**src/rtl/ram_burst_ctrl_pkg.sv**
```systemverilog
// ram_burst_ctrl_pkg
// Shared definitions for the RAM burst controller slice: RAM geometry and
// the controller state encoding.
package ram_burst_ctrl_pkg;

  localparam int RAM_AW = 10;  // 1024 words
  localparam int RAM_DW = 8;   // byte-wide data

  typedef enum logic [1:0] {
    IDLE  = 2'd0,
    WRITE = 2'd1,
    READ  = 2'd2
  } state_t;

endpackage

```
**src/rtl/ram_burst_ctrl_rd_skid.sv**
```systemverilog
// ram_rd_skid
// Two-entry synchronous FIFO that absorbs read backpressure. Each entry
// carries {last, data}. Push and pop in the same cycle leave the count
// unchanged. The controller never pushes into a full FIFO, because it only
// issues a RAM read when a slot is guaranteed to be free on arrival.
//
// Ports:
//   clk        in   clock, rising edge
//   rst_n      in   asynchronous active-low clear (entries, pointers, count)
//   push       in   write push_data into the tail
//   push_data  in   {last, data}
//   pop        in   drop the head entry
//   head_data  out  {last, data} at the head (stale when count == 0)
//   count      out  number of valid entries, 0..2
module ram_rd_skid #(
  parameter int DW = 8
) (
  input  logic          clk,
  input  logic          rst_n,
  input  logic          push,
  input  logic [DW:0]   push_data,
  input  logic          pop,
  output logic [DW:0]   head_data,
  output logic [1:0]    count
);

  logic          wr_ptr_reg;
  logic          rd_ptr_reg;
  logic [1:0]    count_reg;
  logic [DW:0]   entries [2];

  generate
    for (genvar gi = 0; gi < 2; gi++) begin : g_entry
      logic [DW:0] entry_reg;

      always_ff @(posedge clk or negedge rst_n) begin
        if (!rst_n) begin
          entry_reg <= '0;
        end else if (push && (wr_ptr_reg == 1'(gi))) begin
          entry_reg <= push_data;
        end
      end

      assign entries[gi] = entry_reg;
    end
  endgenerate

  always_ff @(posedge clk or negedge rst_n) begin
    if (!rst_n) begin
      wr_ptr_reg <= 1'b0;
      rd_ptr_reg <= 1'b0;
      count_reg  <= 2'd0;
    end else begin
      if (push) wr_ptr_reg <= ~wr_ptr_reg;
      if (pop)  rd_ptr_reg <= ~rd_ptr_reg;
      case ({push, pop})
        2'b10:   count_reg <= count_reg + 2'd1;
        2'b01:   count_reg <= count_reg - 2'd1;
        default: count_reg <= count_reg;
      endcase
    end
  end

  assign head_data = entries[rd_ptr_reg];
  assign count     = count_reg;

endmodule

```
**src/rtl/ram_burst_ctrl.sv**
```systemverilog
// ram_burst_ctrl
// Burst command front end for a 1K x 8 single-port RAM with registered
// read data. One read or write burst command is accepted at a time; write
// beats go straight to the RAM pins, read beats come back through a
// 2-entry skid FIFO so the consumer may stall without losing data.
//
// Ports:
//   clk, rst_n            clock (rising edge), async active-low reset
//   cmd_valid/cmd_ready   command handshake (ready only in IDLE)
//   cmd_write             1 = write burst, 0 = read burst
//   cmd_addr, cmd_len     start address, beats minus one
//   wr_valid/wr_ready     write-data handshake, wr_data payload
//   rd_valid/rd_ready     read-data handshake, rd_data/rd_last payload
//   busy                  high whenever not IDLE
//   ram_we/ram_addr/ram_din  RAM control pins, ram_dout RAM read data
module ram_burst_ctrl
  import ram_burst_ctrl_pkg::*;
#(
  parameter int AW = RAM_AW,
  parameter int DW = RAM_DW
) (
  input  logic          clk,
  input  logic          rst_n,
  input  logic          cmd_valid,
  output logic          cmd_ready,
  input  logic          cmd_write,
  input  logic [AW-1:0] cmd_addr,
  input  logic [AW-1:0] cmd_len,
  input  logic          wr_valid,
  output logic          wr_ready,
  input  logic [DW-1:0] wr_data,
  output logic          rd_valid,
  input  logic          rd_ready,
  output logic [DW-1:0] rd_data,
  output logic          rd_last,
  output logic          busy,
  output logic          ram_we,
  output logic [AW-1:0] ram_addr,
  output logic [DW-1:0] ram_din,
  input  logic [DW-1:0] ram_dout
);

  state_t        state_reg, state_next;
  logic [AW-1:0] addr_reg, addr_next;
  logic [AW-1:0] beats_left_reg, beats_left_next;
  // Set once the final read address of the burst has been issued; the FSM
  // then just drains the FIFO.
  logic          issue_done_reg, issue_done_next;
  logic          inflight_reg;
  logic          inflight_last_reg;

  logic          issue;
  logic          issue_last;
  logic          pop;
  logic [1:0]    fifo_count;
  logic [DW:0]   fifo_head;
  logic [2:0]    occupancy;

  ram_rd_skid #(.DW(DW)) u_rd_skid (
    .clk       (clk),
    .rst_n     (rst_n),
    .push      (inflight_reg),
    .push_data ({inflight_last_reg, ram_dout}),
    .pop       (pop),
    .head_data (fifo_head),
    .count     (fifo_count)
  );

  assign rd_valid = (fifo_count != 2'd0);
  assign rd_data  = rd_valid ? fifo_head[DW-1:0] : '0;
  assign rd_last  = rd_valid & fifo_head[DW];
  assign pop      = rd_valid & rd_ready;

  // Entries the FIFO will hold after this edge (beats already buffered plus
  // the one arriving from the RAM, minus the one leaving). Issuing only
  // while this is below 2 guarantees a free slot when the new beat lands.
  assign occupancy  = {1'b0, fifo_count} + {2'b00, inflight_reg} - {2'b00, pop};
  assign issue      = (state_reg == READ) && !issue_done_reg && (occupancy < 3'd2);
  assign issue_last = issue && (beats_left_reg == '0);

  always_ff @(posedge clk or negedge rst_n) begin
    if (!rst_n) begin
      state_reg         <= IDLE;
      addr_reg          <= '0;
      beats_left_reg    <= '0;
      issue_done_reg    <= 1'b0;
      inflight_reg      <= 1'b0;
      inflight_last_reg <= 1'b0;
    end else begin
      state_reg         <= state_next;
      addr_reg          <= addr_next;
      beats_left_reg    <= beats_left_next;
      issue_done_reg    <= issue_done_next;
      inflight_reg      <= issue;
      inflight_last_reg <= issue_last;
    end
  end

  always_comb begin
    state_next      = state_reg;
    addr_next       = addr_reg;
    beats_left_next = beats_left_reg;
    issue_done_next = issue_done_reg;

    cmd_ready = (state_reg == IDLE);
    busy      = (state_reg != IDLE);
    wr_ready  = (state_reg == WRITE);
    ram_we    = (state_reg == WRITE) && wr_valid;
    ram_addr  = addr_reg;
    ram_din   = wr_data;

    case (state_reg)
      IDLE: begin
        if (cmd_valid) begin
          addr_next       = cmd_addr;
          beats_left_next = cmd_len;
          issue_done_next = 1'b0;
          state_next      = cmd_write ? WRITE : READ;
        end
      end

      WRITE: begin
        if (wr_valid) begin
          addr_next = addr_reg + 1'b1;  // wraps modulo 2^AW
          if (beats_left_reg == '0) begin
            state_next = IDLE;
          end else begin
            beats_left_next = beats_left_reg - 1'b1;
          end
        end
      end

      READ: begin
        if (issue) begin
          addr_next = addr_reg + 1'b1;
          if (beats_left_reg == '0) begin
            issue_done_next = 1'b1;
          end else begin
            beats_left_next = beats_left_reg - 1'b1;
          end
        end
        // The last-tagged beat leaving the FIFO ends the burst.
        if (pop && rd_last) begin
          state_next      = IDLE;
          issue_done_next = 1'b0;
        end
      end

      default: begin
        state_next = IDLE;
      end
    endcase
  end

endmodule

```
**config.mk**
```make
export PLATFORM = sky130hd
export DESIGN_NAME = ram_burst_ctrl
export DESIGN_NICKNAME = d
export VERILOG_FILES = /design/src/rtl/ram_burst_ctrl_pkg.sv /design/src/rtl/ram_burst_ctrl_rd_skid.sv /design/src/rtl/ram_burst_ctrl.sv
export SDC_FILE = /design/constraint.sdc
export NUM_CORES = 1
export LEC_CHECK = 0
export CORE_ASPECT_RATIO = 1.1
export CORE_MARGIN = 8
export CORE_UTILIZATION = 30
export DETAILED_ROUTE_END_ITERATION = 8
export GPL_TIMING_DRIVEN = 1
export PLACE_DENSITY_LB_ADDON = 0.25
export SYNTH_ARGS = -nofsm -noshare
export SYNTH_HDL_FRONTEND = slang
export SYNTH_SLANG_ARGS = --single-unit
```
**constraint.sdc**
```tcl
create_clock -name clk -period 3.3 [get_ports clk]
set_input_delay 0.33 -clock clk [delete_from_list [all_inputs] [get_ports clk]]
set_output_delay 0.33 -clock clk [all_outputs]
set_load 0.01 [all_outputs]
```
==> out/metrics.cfg <==
[global_routing]
grt_max_degree=39
grt_pass1_wl_mm=10.9
grt_pass1_vias=2212
gr-total-overflow=0
track_usage_pct=10.8
antenna_found_initial=0

[final_layout]
layout.cells.non_filler=435
largest_register_ffs=18
drive_above_1_share_pct=12.1
antenna_cells=0
layout.nets=369
layout_commonest_cell=clkdlybuf4s50_1
layout_common_cells=clkdlybuf4s50_1 (56), dfrtp_1 (47), nor2_1 (24)
syn2layout_area_growth_pct=27.2

[timing]
finalSetupViolCount=0
rsz0062_at_grt=false
fin_setup_tns_ns=0
min_period_over_period_pct=86.5
max_clock_freq_mhz=350
finalHoldViolations=22
min_period_ns=2.85
fin_skew_ns=0.00436
fin_ws_ns=0.446
final.hold.worst_slack_ns=-0.00893
drv_slew=0
worst_slew_margin_rel_pct=41.0
worst_pin_slew_ns=0.884

[setup_path]
path_cells=clkdlybuf4s50_1, nand2_1, nor2_1, a21oi_1, nand2b_1, fa_1, xnor2_1, a31o_2, and2_1, nand2_1, o221a_2
worst_ep_arrival_time_ns=3.04
endpoint_kind=flip-flop
critPathTopFamily=simple AND/OR/NAND/NOR gates
start_kind=primary input
cp_slowest_stage_delay_ns=0.52
crit_top_cell=nand2_1
critPathBufInv=1
critPathKind=in2reg
crit_required_ns=3.49
cp_slowest_cell=clkdlybuf4s50_1
cp_max_fo=11

[power_and_ir_drop]
combPwrFrac_pct=52.5
p_leak_nw=1.40
sw_frac_of_total_pct=41.6
p_seq_share_pct=35.9
intPower_w=0.00188
ir_drop_mv=0.385
power.density_mw_per_mm2=944
clockPowerShare_pct=11.6
p_sw_w=0.00134

[clocking]
postCtsResizedCells=0
clock_sinks=47
clk_latency_ns=0.30
cts.clk_slew.worst_paths_ns=0.09
cts_tree=yes
clockRootBuffer=clkbuf_8
htreeDepth=2
holdBufCountCts=0
clockBufferDepth=2
postCtsSetupBuffers=0
numCtsBuffers=5

[placed_design]
place_inst=427
dp_slack_ns=0.130
portBuffers=57
place_congestion=0.779
dp_hpwl_mm=4.82

[floorplanning]
rows=36
start_util_pct=30.5
core_mm2=0.00878
ioPinCount=74
die_h_um=115
dieArea_mm2=0.0122
fp.dieW_um=106

[detailed_routing]
ant_nets=0
vias=2169
firstDrtPassIters=4
routed_wl_mm=6.41
viasPerCell=4.99
drt_iter0_drc=70
wire_per_inst_um=14.7
drc=0

[hold_path]
hp-class=in2async

[synthesis]
syn_avg_cell_area_um2=9.89
synthDistinctLibCells=47
syn_nets=320
syn_inst=271
ys.flop_type=dfrtp_1
synth_edf_count=0
seq_area_frac_synth_pct=43.9
ys.warnings.count=0
ys_ff_latch=47
syn_area_mm2=0.00268
ys_async_sr_fraction_pct=100

[status]
status=complete, but fails checks
violations=negative hold slack

[run]
drv_cap=0

==> cells in the mapped netlist, types with 7 or more instances <==
cell	n	area share [%]
dfrtp_1	47	44
nor2_1	24	3.4
mux2_2	18	7.6
nand2_1	17	2.4
o21ai_0	16	3.0
a21oi_1	15	2.8
mux2i_1	15	5.6
inv_1	12	1.7
nor3_1	12	2.2
nand3_1	9	1.7
buf_4	8	2.2
and4_1	7	2.3
==> metal layers <==
layer	track usage, %	share of wire [%]	vias up
li1	-	-	1071
met1	13.1	45	1034
met2	17.9	47	60
met3	3.53	7.3	4
met4	2.54	0.72	0
met5	0	0	-
==> worst reg2reg max path: cells and delay by family (launching register included) <==
family | cells | cell delay (ns)
fa+ha+maj | 1 | 0.38
compound gates | 3 | 0.63
simple gates | 5 | 1.02
flops | 1 | 0.52
xor+xnor | 1 | 0.18
==> final timing paths <==
| kind | from | to | slack, ns | cells after the start |
|---|---|---|---|---|
| min | rst_n | u_rd_skid.g_entry[1].entry_reg[3] | -0.009 | 1 |
| max in group asynchronous | rst_n | beats_left_reg[1] | 2.57 | 2 |
| max reg2reg | u_rd_skid.count[1] | beats_left_reg[2] | 0.46 | 10 |
| min reg2reg | u_rd_skid.wr_ptr_reg | u_rd_skid.wr_ptr_reg | 0.50 | 1 |
| min in group clk | u_rd_skid.wr_ptr_reg | u_rd_skid.wr_ptr_reg | 0.50 | 1 |
| max | rd_ready | beats_left_reg[2] | 0.45 | 11 |
==> kinds of logic after synthesis <==
| family | count (synthesis) | share of synthesized area (%) |
|---|---|---|
| DFF | 47 | 43.9 |
| adders and majority gates | 7 | 3.55 |
| and+or+nand+nor | 95 | 19.1 |
| xor gates and xnor gates | 5 | 1.63 |
| AOI/OAI and AO/OA | 52 | 12.8 |
| buffers and inverters | 32 | 5.84 |
| muxes | 33 | 13.2 |
==> power groups by stage <==
stage	sequential (W)	clock [W]	combinational [W]
5_1_grt	0.00121	0.000410	0.00189
6_report	0.00115	0.000375	0.00169
3_3_place_gp	0.00115	0	0.00168
2_1_floorplan	0.00108	0	0.00118
4_1_cts	0.00116	0.000390	0.00171
3_5_place_dp	0.00117	0	0.00171
==> cell type report <==
class	count	area, um^2
fillers	903	5370
inverters	13	48.8
well taps	114	143
multi-input cells	192	1350
repair buffers	61	596
clock buffers	6	82.6
flip-flops and latches	47	1180
clock inverters	2	16.3
==> metrics by stage <==
stage	total power, W	area, um^2	utilization (%)
CTS	0.00326	3410	38.8
global placement	0.00284	3310	37.7
detailed placement	0.00288	3310	37.7
finish	0.00322	3410	38.8
global route	0.00351	3410	38.8
floorplan	0.00227	2680	-
Note: power is estimated with default switching activity, not from simulation.
==> RTL edit 1 (config.mk and constraints unchanged) <==
Set the package constant `RAM_AW` to 9 (it was 10).
--- a/src/rtl/ram_burst_ctrl_pkg.sv
+++ b/src/rtl/ram_burst_ctrl_pkg.sv
@@ -3,7 +3,7 @@
 // the controller state encoding.
 package ram_burst_ctrl_pkg;
 
-  localparam int RAM_AW = 10;  // 1024 words
+  localparam int RAM_AW = 9;  // 1024 words
   localparam int RAM_DW = 8;   // byte-wide data
 
   typedef enum logic [1:0] {
Ports: changed (resized cmd_addr, cmd_len and ram_addr); port bits go from 74 to 71. The function was not compared with the original's and may differ.
==> RTL edit 1 against the original RTL <==
- wire length down 9.5%
- final area down 4.1%
- sequential cell count down 2
- total power down 5.2%
- critical path depth up 1
- worst setup slack worse by 0.0021 ns
- clock skew about the same
- area after synthesis down 3.9%
- die area down 3.4%
- critical endpoint is now ram_addr[6]
- largest cell class unchanged
==> RTL edit 1: results (changes against the original RTL) <==
| Metric | Value |
|---|---|
| Detailed Route WL | 5.80 mm (-9.5%) |
| Peak supply drop | 0.417 mV (+8.4%) |
| Worst EP arrival | 3.08 ns (+0.04 ns) |
| Synth Area in Adders | 0.0369 (+0.00145) |
| Post-synthesis mux area share | 0.118 (-0.0141) |
| Largest net degree at the start of global routing | 46 (+18%) |
| Met2 Use GR | 0.163 (-0.0166) |
| CP Max Fanout | 35 (+24) |
| Commonest cells post-synth | dfrtp_1, nand2_1, mux2_2, nor2_1, inv_1 |
| Seq/Total Area, Yosys | 0.437 (-0.00152) |
| DR WL met2 | 2.69 mm (-11%) |
| Met3 Usage GRT | 0.0375 (+0.00221) |
| Slew HR | 0.317 (-0.0930) |
| Via count | 2,003 (-7.7%) |
| Comb power | 1570 uW (-7%) |
| Synth Area in Compound Gates | 0.164 (+0.0359) |
| Area contributors post-synth | dfrtp_1, mux2_2, mux2i_1 |
| Met3 Wirelength | 360 um (-24%) |
| Final-stage net count | 344 (-6.8%) |
| Status | completed |
| DP Wirelength | 4.14 mm (-14%) |
| Global-route met1 utilization | 0.127 (-0.00403) |
| Comb pwr share | 0.514 (-0.011) |
| Gr usage total | 0.102 (-0.00562) |
| Syn nets | 300 (-6.3%) |
| RePlAce Congestion | 0.732 (-6.0%) |
-- RTL edit 1: changes by cell type after synthesis, sizes merged, moves of 4 or more --
| cell | change |
|---|---|
| a21oi | -6 |
| and4 | -6 |
| mux2i | -5 |
| nand2 | +4 |
| nor2 | -6 |
| nor3 | -9 |
| nor4 | -5 |
| nor4bb | +4 |
| o2bb2ai | +4 |
| o31ai | +6 |
-- RTL edit 1: stage by stage --
| step | hold WS, ns | setup WS (ns) | area, um2 | utilization | std cells |
|---|---|---|---|---|---|
| finish | 0.215 | 0.444 | 3270 | 0.391 | 408 |
| global route | 0.295 | 0.257 | 3270 | 0.391 | 408 |
| CTS | 0.257 | 0.444 | 3270 | 0.391 | 408 |
| detailed placement | 0.494 | 0.157 | 3170 | 0.378 | 401 |
| global placement | 0.474 | 0.198 | 3170 | 0.378 | 401 |
| floorplan | 0.0344 | 0.754 | 2570 | - | 253 |
-- RTL edit 1: final timing paths --
check	start	endpoint	slack [ns]	cells past startpoint
setup reg to reg	u_rd_skid.count[1]	ram_addr[6]	0.48	11
setup / recovery	rd_ready	ram_addr[6]	0.44	12
min in group clk	u_rd_skid.wr_ptr_reg	u_rd_skid.wr_ptr_reg	0.50	1
hold / removal	rst_n	u_rd_skid.count[1]	0.21	1
max in group asynchronous	rst_n	beats_left_reg[6]	2.46	1
hold reg to reg	u_rd_skid.wr_ptr_reg	u_rd_skid.wr_ptr_reg	0.50	1
-- RTL edit 1: final cells by class --
| type | count | area share |
|---|---|---|
| Tap cell | 111 | 0.0425 |
| Multi-Input combinational cell | 176 | 0.393 |
| Timing Repair Buffer | 57 | 0.175 |
| Inverter | 12 | 0.0138 |
| Sequential cell | 45 | 0.344 |
| Clock buffer | 5 | 0.0210 |
| Clock inverter | 2 | 0.0107 |
==> RTL edit 2 (same settings) <==
Without the edit above. Re-encode `state_t` (3 states) as one-hot, 3 bits wide.
--- a/src/rtl/ram_burst_ctrl_pkg.sv
+++ b/src/rtl/ram_burst_ctrl_pkg.sv
@@ -6,10 +6,10 @@
   localparam int RAM_AW = 10;  // 1024 words
   localparam int RAM_DW = 8;   // byte-wide data
 
-  typedef enum logic [1:0] {
-    IDLE  = 2'd0,
-    WRITE = 2'd1,
-    READ  = 2'd2
+  typedef enum logic [2:0] {
+    IDLE  = 3'b001,
+    WRITE = 3'b010,
+    READ  = 3'b100
   } state_t;
 
 endpackage
Formal check against the unedited RTL: no difference found for any inputs over 10 cycles, from zero or initial values and one cycle with rst_n low; not proved beyond that.
==> RTL edit 2 against the original RTL <==
- wire length is 0.47% lower
- final area is 1.8% lower
- sequential cell count is 1 higher
- sequential share of layout area is 1.4 points higher
- worst setup slack better by 0.10 ns
- total power is 15% lower
- core utilization is 1.0 points higher
- area after synthesis is 2.4% lower
- critical endpoint is now beats_left_reg[3]
==> RTL edit 2: results (changes against the original RTL) <==
| Metric | Value |
|---|---|
| Status | completed |
| DP Worst Slack | 0.256 ns (+0.126 ns) |
| Antenna fix cells | 0 (unchanged) |
| Max reg flops | 18 (unchanged) |
| CP Max Fanout | 15 (+4) |
| Library cells used by synthesis | 43 (-8.5%) |
| Peak supply drop | 0.305 mV (-21%) |
| # Post-CTS Setup Buffers | 0 (unchanged) |
| Post-cts sizing count | 0 (unchanged) |
| H-Tree Depth | 2 (unchanged) |
| CP delay by family, top | simple AND/OR/NAND/NOR gates |
| Number of detailed-route iterations in the first pass | 4 (unchanged) |
| Yosys warnings | 0 (unchanged) |
| Final-stage net count | 359 (-2.7%) |
| Gr usage total | 0.110 (+0.00278) |
| P_sw | 1040 uW (-22%) |
| Slowest CP cell | clkdlybuf4s50_1 |
| Worst EP arrival | 2.98 ns (-0.06 ns) |
| Worst min path class | primary input to async pin |
| Worst Skew | 0.00484 ns (+0.000478 ns) |
| Port bufs | 57 (unchanged) |
| Antenna violations before repair | 0 (unchanged) |
| Area contributors post-synth | dfrtp_1, mux2_2, o21ai_0 |
| TritonCTS Buffers | 5 (unchanged) |
| Commonest cells post-synth | dfrtp_1, nor2_1, o21ai_0, a21oi_1, mux2_2 |
| DR iter-0 viols | 106 (+51%) |
| CTS Root Cell | clkbuf_8 |
| Largest net degree at the start of global routing | 44 (+13%) |
| Leakage power | 0.00135 uW (-3.6%) |
| Avg WL per Cell | 15.0 um (+1.6%) |
| Cts-stage hold buffer count | 0 (unchanged) |
| DP Wirelength | 4.68 mm (-2.9%) |
| Worst-path clk slew | 0.09 ns (about the same) |
| Clock Path Buffers | 2 (unchanged) |
| Layout cells sized above 1 | 0.117 (-0.00404) |
| CP max stage delay | 0.52 ns (about the same) |
| RePlAce Congestion | 0.814 (+4.5%) |
| Vias in the first global route | 2,207 (-0.23%) |
| Async SR Flop Fraction | 1.00 (unchanged) |
| Seq/Total Area, Yosys | 0.460 (+0.0210) |
| Clock Latency Late Sink | 0.30 ns (about the same) |
| Worst Tran Pin Value | 0.894 ns (+0.0104 ns) |
| Post-Place Cell Area | 3240 um2 (-2.2%) |
| Syn nets | 312 (-2.5%) |
| Vias per cell | 5.00 (+0.18%) |
| Global-route wire length before repair | 10.9 mm (+0.31%) |
RTL edit 2: kinds of logic after synthesis:
group                    count (synthesis)  synth area share
flip-flops                              48             0.460
buffers and inverters                   30            0.0574
multiplexers                            28             0.116
AO/OA/AOI/OAI                           70             0.162
AND/OR/NAND/NOR                         83             0.171
XOR/XNOR                                 5            0.0167
adder cells (fa/ha/maj)                  3            0.0172
RTL edit 2: worst paths after layout:
kind                                    startpoint                                 to  slack [ns]  cells past startpoint
worst max-delay path                      rd_ready                  beats_left_reg[3]        0.55                     11
worst min-delay path                         rst_n  u_rd_skid.g_entry[0].entry_reg[2]        0.05                      1
worst max register to register  u_rd_skid.count[1]                  beats_left_reg[3]        0.63                      9
worst min register to register      issue_done_reg                     issue_done_reg        0.49                      2
max in group asynchronous                    rst_n                  beats_left_reg[9]        2.55                      2
min in group clk                    issue_done_reg                     issue_done_reg        0.49                      2
RTL edit 2: stage by stage:
step / power [uW] / std cells / utilization
after global routing: 2950 / 426 / 0.398
after global placement: 2310 / 418 / 0.385
final: 2730 / 426 / 0.398
after floorplan: 1860 / 267 / -
after CTS: 2750 / 426 / 0.398
after detailed placement: 2320 / 418 / 0.385
RTL edit 2: metal layers:
| layer | vias up | part of all wire | wire length, um | global-route usage |
|---|---|---|---|---|
| met4 | 0 | 0.0066 | 42 | 0.0257 |
| met1 | 1017 | 0.47 | 3010 | 0.133 |
| li1 | 1046 | - | - | - |
| met3 | 4 | 0.075 | 480 | 0.0417 |
| met5 | - | 0 | 0 | 0 |
| met2 | 61 | 0.45 | 2840 | 0.181 |
RTL edit 2: power groups by stage:
| stage | combinational (uW) | sequential, uW | clock [uW] |
|---|---|---|---|
| floorplan | 814 | 1050 | 0 |
| global placement | 1200 | 1110 | 0 |
| CTS | 1220 | 1100 | 435 |
| finish | 1200 | 1100 | 427 |
| global route | 1340 | 1140 | 466 |
| detailed placement | 1210 | 1110 | 0 |
RTL edit 2: layout make-up:
class / count / area (um2)
Clock buffer: 5 / 68.8
Clock inverter: 3 / 42.5
Fill cell: 860 / 5060
Inverter: 8 / 30.0
Multi-Input combinational cell: 189 / 1260
Sequential cell: 48 / 1200
Tap cell: 111 / 139
Timing Repair Buffer: 62 / 603
